**config.mk**
```make
export PLATFORM = sky130hd
export DESIGN_NAME = reg_serializer
export DESIGN_NICKNAME = d
export VERILOG_FILES = /design/src/rtl/reg_serializer.sv
export SDC_FILE = /design/constraint.sdc
export NUM_CORES = 1
export LEC_CHECK = 0
export ABC_AREA = 1
export ABC_CLOCK_PERIOD_IN_PS = 4300
export BUFFER_PORTS_ARGS = -buffer_cell sky130_fd_sc_hd__clkbuf_2
export CAP_MARGIN = 40
export CORE_MARGIN = 10
export CORE_UTILIZATION = 62
export CTS_BUF_LIST = sky130_fd_sc_hd__clkbuf_4 sky130_fd_sc_hd__clkbuf_8
export DETAILED_ROUTE_END_ITERATION = 8
export PLACE_DENSITY = 0.88
export SLEW_MARGIN = 20
export SYNTH_ARGS = -nofsm -noshare
export SYNTH_HDL_FRONTEND = slang
export SYNTH_SLANG_ARGS = --single-unit
```
**constraint.sdc**
```tcl
create_clock -name CLK -period 4.3 [get_ports CLK]
set_clock_uncertainty 0.05 [all_clocks]
set_input_delay 0.43 -clock CLK [delete_from_list [all_inputs] [get_ports CLK]]
set_output_delay 0.43 -clock CLK [all_outputs]
set_load 0.01 [all_outputs]
```
**src/rtl/reg_serializer.sv**
```systemverilog
// Parallel-in, serial-out register reader: captures D on START and shifts it out LSB first
// over a valid/ready serial port. Optional even-parity trailer beat when REG_SER_PARITY_EN is defined.
module reg_serializer #(
  parameter int WIDTH = 32
) (
  input  logic             CLK,
  input  logic             RST,
  input  logic             START,
  input  logic [WIDTH-1:0] D,
  output logic             SOUT,
  output logic             SVALID,
  input  logic             SREADY,
  output logic             BUSY,
  output logic             DONE,
  output logic [1:0]       state_dbg
);

`ifdef REG_SER_PARITY_EN
  localparam int BEATS = WIDTH + 1;
`else
  localparam int BEATS = WIDTH;
`endif
  localparam int CNT_W = $clog2(WIDTH + 2);
  localparam logic [CNT_W-1:0] LAST_BEAT = CNT_W'(BEATS - 1);

  typedef enum logic [1:0] {
    S_IDLE  = 2'd0,
    S_SHIFT = 2'd1,
    S_DONE  = 2'd2
  } state_e;

  state_e             state_q, state_d;
  logic [BEATS-1:0]   shreg_q, shreg_d;
  logic [CNT_W-1:0]   cnt_q, cnt_d;
  logic [BEATS-1:0]   load_word;

  // Parity rides in the top bit of the shift register so it falls out as the last beat.
`ifdef REG_SER_PARITY_EN
  assign load_word = {^D, D};
`else
  assign load_word = D;
`endif

  always_ff @(posedge CLK or posedge RST) begin
    if (RST) begin
      state_q <= S_IDLE;
      shreg_q <= '0;
      cnt_q   <= '0;
    end else begin
      state_q <= state_d;
      shreg_q <= shreg_d;
      cnt_q   <= cnt_d;
    end
  end

  // Handshake: a beat transfers on a rising CLK edge where SVALID=1 and SREADY=1.
  // While SVALID=1 and SREADY=0, SOUT and all internal state are held unchanged.
  always_comb begin
    state_d = state_q;
    shreg_d = shreg_q;
    cnt_d   = cnt_q;
    case (state_q)
      S_IDLE: begin
        if (START) begin
          shreg_d = load_word;
          cnt_d   = '0;
          state_d = S_SHIFT;
        end
      end
      S_SHIFT: begin
        if (SREADY) begin
          shreg_d = {1'b0, shreg_q[BEATS-1:1]};
          if (cnt_q == LAST_BEAT) begin
            state_d = S_DONE;
          end else begin
            cnt_d = cnt_q + CNT_W'(1);
          end
        end
      end
      S_DONE: begin
        state_d = S_IDLE;
      end
      default: begin
        state_d = S_IDLE;
      end
    endcase
  end

  // All outputs decode from registered state only.
  assign SVALID    = (state_q == S_SHIFT);
  assign SOUT      = SVALID & shreg_q[0];
  assign BUSY      = (state_q != S_IDLE);
  assign DONE      = (state_q == S_DONE);
  assign state_dbg = state_q;

endmodule

```
==> impl.org <==
** Synthesis
- Seq cells post-synth :: 40
- Synthesized net count :: 306
- The share of the Yosys chip area taken by registers is 0.449.
- For this run, the number of Yosys warnings is 0.
- The average instance in the mapped netlist occupies 8.29 sq um.
- Distinct cells, synth :: 23
- The mapped netlist covers 2230 sq um.
- After technology mapping, the gate count stands at 269.

** Timing
- Fin. Hold Viols :: 0
- Summed negative setup slack over all endpoints :: 0 ns
- Setup repair after global routing missed its margin :: false
- The tightest hold path in the finished design has a slack of 0.111 ns.
- The final-report max-slew violation count was 0.
- Final worst path period share :: 0.528
- Setup violations remaining at the end of the flow were counted as 0.
- Min cycle time layout :: 2.27 ns
- At the pin with the least slew margin, the transition time is 0.741 ns.
- Based on the critical path, the design can be clocked at up to 440 MHz.
- Least setup slack across all paths after layout :: 2.03 ns
- Headroom to the max-slew limit came out at 0.506.

** Critical path
- Worst setup path start :: state_dbg[0]$_DFFE_PP0P_
- The largest single stage delay on the critical path is 0.42 ns.
- For the worst flop-to-flop path, the logic depth is 6.
- Destination of the worst register-to-register timing path :: cnt_q[5]$_DFFE_PP0P_
- Data required time at the worst endpoint :: 3.82 ns
- CP Max Fanout :: 41
- The worst setup path is of the reg -> out kind.
- Worst setup EP type :: output port
- Counting stages on the worst path, the most repeated cell is sky130_fd_sc_hd__inv_2.
- Setup slack of the worst register-to-register path :: 2.09 ns
- Among all stages on the critical path, the largest delay is contributed by sky130_fd_sc_hd__dfrtp_1.
- The worst setup path is launched from a register.
- The critical path goes through inv_2 -> nor2_4 -> inv_2 -> buf_12 -> nor2_1 -> clkbuf_2.
- Launch instance of the worst register-to-register path :: state_dbg[0]$_DFFE_PP0P_
- Data on the critical path arrives at its endpoint at 1.79 ns.
- Worst setup path endpoint :: SOUT

** CTS
- Clk sinks :: 40
- Number of buffers inserted by post-CTS setup repair :: 0
- Clock latency on the worst-skew pair :: 0.34 ns
- TritonCTS built the clock tree.
- Resize count post-CTS :: 0
- After clock tree synthesis, the clock-pin slew on the worst setup and hold paths is 0.12 ns.
- Clock root buffer master :: sky130_fd_sc_hd__clkbuf_4
- Maximum number of buffers from clock root to sink :: 2
- Count of hold buffers inserted by post-cts repair :: 0
- Count of H-tree levels built during CTS :: 2
- Cts bufs inserted :: 5

** Routing
- Post-detailed-route count of antenna-violating nets :: 0
- Across all layers, the routed design uses 1705 vias.
- Router iterations before antenna repair :: 4
- Drt wl/cell :: 11.4 microns
- Initial detailed-routing violation count :: 69
- Dividing the detail-routed via count by the number of cells gives 4.84.
- Post-Route WL :: 4000 microns
- Count of unresolved DRC violations after routing :: 0

** Pwr
- In this run the static leakage power is 0.00118 uW.
- Ratio of total power to cell area :: 437 nW/um^2
- The worst-case IR drop observed on VDD is 338 uV.

** Placed design
- After legalization and detailed placement, the total HPWL measured 2890 microns.
- Worst slack at placement :: 2.10 ns
- Routability congestion estimate :: 0.808
- Input/output buffers :: 41

** Die
- Core box area :: 3420 sq um
- For this configuration, the core starts out at a cell density of 0.653.
- The initialized floorplan defines 21 standard-cell rows.
- From left edge to right edge, the die measures 80.0 microns.
- During I/O placement, the number of pins put on the boundary was 42.
- Area enclosed by the die boundary :: 6400 sq um
- The die is 80.0 microns tall.

** Cells and area
- P&R area growth vs syn :: 10.9%
- Of the cells placed in the final design, the portion with a size suffix greater than 1 is 0.307.
- In the final design database the tool counted 342 nets.
- The repair_antennas step left the layout with diodes totalling 0.

** Global route
- Overflow left after global routing :: 0
- In the global route stage, overall resource usage came out at 0.137.
- The number of antenna violations at the first check in global routing is 0.
- The via count of the first global-routing pass is 1707.
- Entering global routing, the biggest net connects 66 pins.
- Wire length of the first global-routing pass :: 7100 microns

** Worst hold path
- The min-delay analysis places its worst path in the category in -> async.

** Outcome
- The run finished with clean final reports.

** Flow run
- MaxCap Viol Count :: 0
-- layout by cell type (no fill, tap or decap) --
master and count:
sky130_fd_sc_hd__clkbuf_2 41, sky130_fd_sc_hd__clkbuf_4 5, sky130_fd_sc_hd__o21ai_1 31, sky130_fd_sc_hd__buf_4 2, sky130_fd_sc_hd__nand2_1 80, sky130_fd_sc_hd__o221ai_1 1, sky130_fd_sc_hd__clkbuf_8 2, sky130_fd_sc_hd__o21ai_2 35
sky130_fd_sc_hd__o21ai_0 4, sky130_fd_sc_hd__nor2_1 6, sky130_fd_sc_hd__bufinv_16 1, sky130_fd_sc_hd__ha_1 1, sky130_fd_sc_hd__or2_2 1, sky130_fd_sc_hd__buf_12 1, sky130_fd_sc_hd__xor2_1 1, sky130_fd_sc_hd__nor2_4 2
sky130_fd_sc_hd__nand3_1 7, sky130_fd_sc_hd__o21bai_1 1, sky130_fd_sc_hd__dfrtp_1 40, sky130_fd_sc_hd__o2111ai_1 1, sky130_fd_sc_hd__inv_2 3, sky130_fd_sc_hd__nand2_2 1, sky130_fd_sc_hd__inv_1 39
-- kinds of logic (layout without fill, tap and decap cells) --
kind of cell             after synthesis  after routing  synth area share
adder cells (fa/ha/maj)                1              1           0.00561
XOR/XNOR                               1              1           0.00393
flip-flops                            40             40             0.449
AO/OA/AOI/OAI                         73             73             0.227
AND/OR/NAND/NOR                       97             97             0.174
buffers and inverters                 57             94             0.140
-- final cells by class --
type | count | area, sq um
Clock buffer | 7 | 65.1
Fill cell | 278 | 943
Timing Repair Buffer | 44 | 240
Tap cell | 46 | 57.6
Inverter | 42 | 158
Clock inverter | 1 | 30.0
Multi-Input combinational cell | 172 | 921
Sequential cell | 40 | 1000
-- power by group --
part | internal, uW | switching (uW)
logic | 130 | 173
clock network | 154 | 119
registers | 462 | 42.5
-- synthesized netlist by cell type --
master                       n  share of area
sky130_fd_sc_hd__buf_6      11          0.056
sky130_fd_sc_hd__nand2_2     1         0.0028
sky130_fd_sc_hd__o21ai_1    31          0.070
sky130_fd_sc_hd__nand3_1     7          0.016
sky130_fd_sc_hd__xor2_1      1         0.0039
sky130_fd_sc_hd__nor2_1      6          0.010
sky130_fd_sc_hd__ha_1        1         0.0056
sky130_fd_sc_hd__buf_8       1         0.0067
sky130_fd_sc_hd__nor2_2      1         0.0028
sky130_fd_sc_hd__o21ai_0     4         0.0090
sky130_fd_sc_hd__buf_4       1         0.0034
sky130_fd_sc_hd__o21ai_2    35           0.14
sky130_fd_sc_hd__o2111ai_1   1         0.0039
sky130_fd_sc_hd__o221ai_1    1         0.0039
sky130_fd_sc_hd__or2_2       1         0.0028
sky130_fd_sc_hd__o21bai_1    1         0.0034
sky130_fd_sc_hd__dfrtp_1    40           0.45
sky130_fd_sc_hd__clkbuf_1    1         0.0017
sky130_fd_sc_hd__inv_2       3         0.0051
sky130_fd_sc_hd__inv_1      39          0.066
sky130_fd_sc_hd__nor2_4      1         0.0051
sky130_fd_sc_hd__buf_2       1         0.0022
sky130_fd_sc_hd__nand2_1    80           0.13
-- flip-flops by register name, indices dropped and copies added (netlist names) --
register and flops:
state_dbg 2, cnt_q 6, shreg_q 32
-- layer usage --
metal / global-route usage / part of all wire / vias up
li1: - / - / 919
met1: 0.151 / 0.44 / 748
met2: 0.230 / 0.47 / 31
met3: 0.0529 / 0.069 / 7
met4: 0.0599 / 0.016 / 0
met5: 0 / 0 / -
-- worst max-delay path: cells and delay by family (launching register included) --
family / cells / cell delay, ns
buffers and inverters: 4 / 0.72
flip-flops: 1 / 0.42
AND/OR/NAND/NOR: 2 / 0.30
-- metrics by stage --
stage                     area, sq um  power (uW)  instances  utilization
after CTS                        2470        1090        352        0.724
after global placement           2360         798        343        0.690
after global routing             2470        1160        352        0.724
final                            2470        1080        352        0.724
after floorplan                  2230         761        269            -
after detailed placement         2380         816        344        0.696
-- worst min-delay path by stage --
stage	startpoint	to	slack, ns	depth (start not counted)
finish	RST	shreg_q[4]$_DFFE_PP0P_	0.11	3
global route	RST	shreg_q[30]$_DFFE_PP0P_	0.13	3
CTS	RST	shreg_q[30]$_DFFE_PP0P_	0.12	3
floorplan	shreg_q[21]$_DFFE_PP0P_	shreg_q[21]$_DFFE_PP0P_	0.44	2
global placement	shreg_q[21]$_DFFE_PP0P_	shreg_q[21]$_DFFE_PP0P_	0.45	2
detailed placement	shreg_q[8]$_DFFE_PP0P_	shreg_q[8]$_DFFE_PP0P_	0.46	2
(Power assumes the default switching activity.)
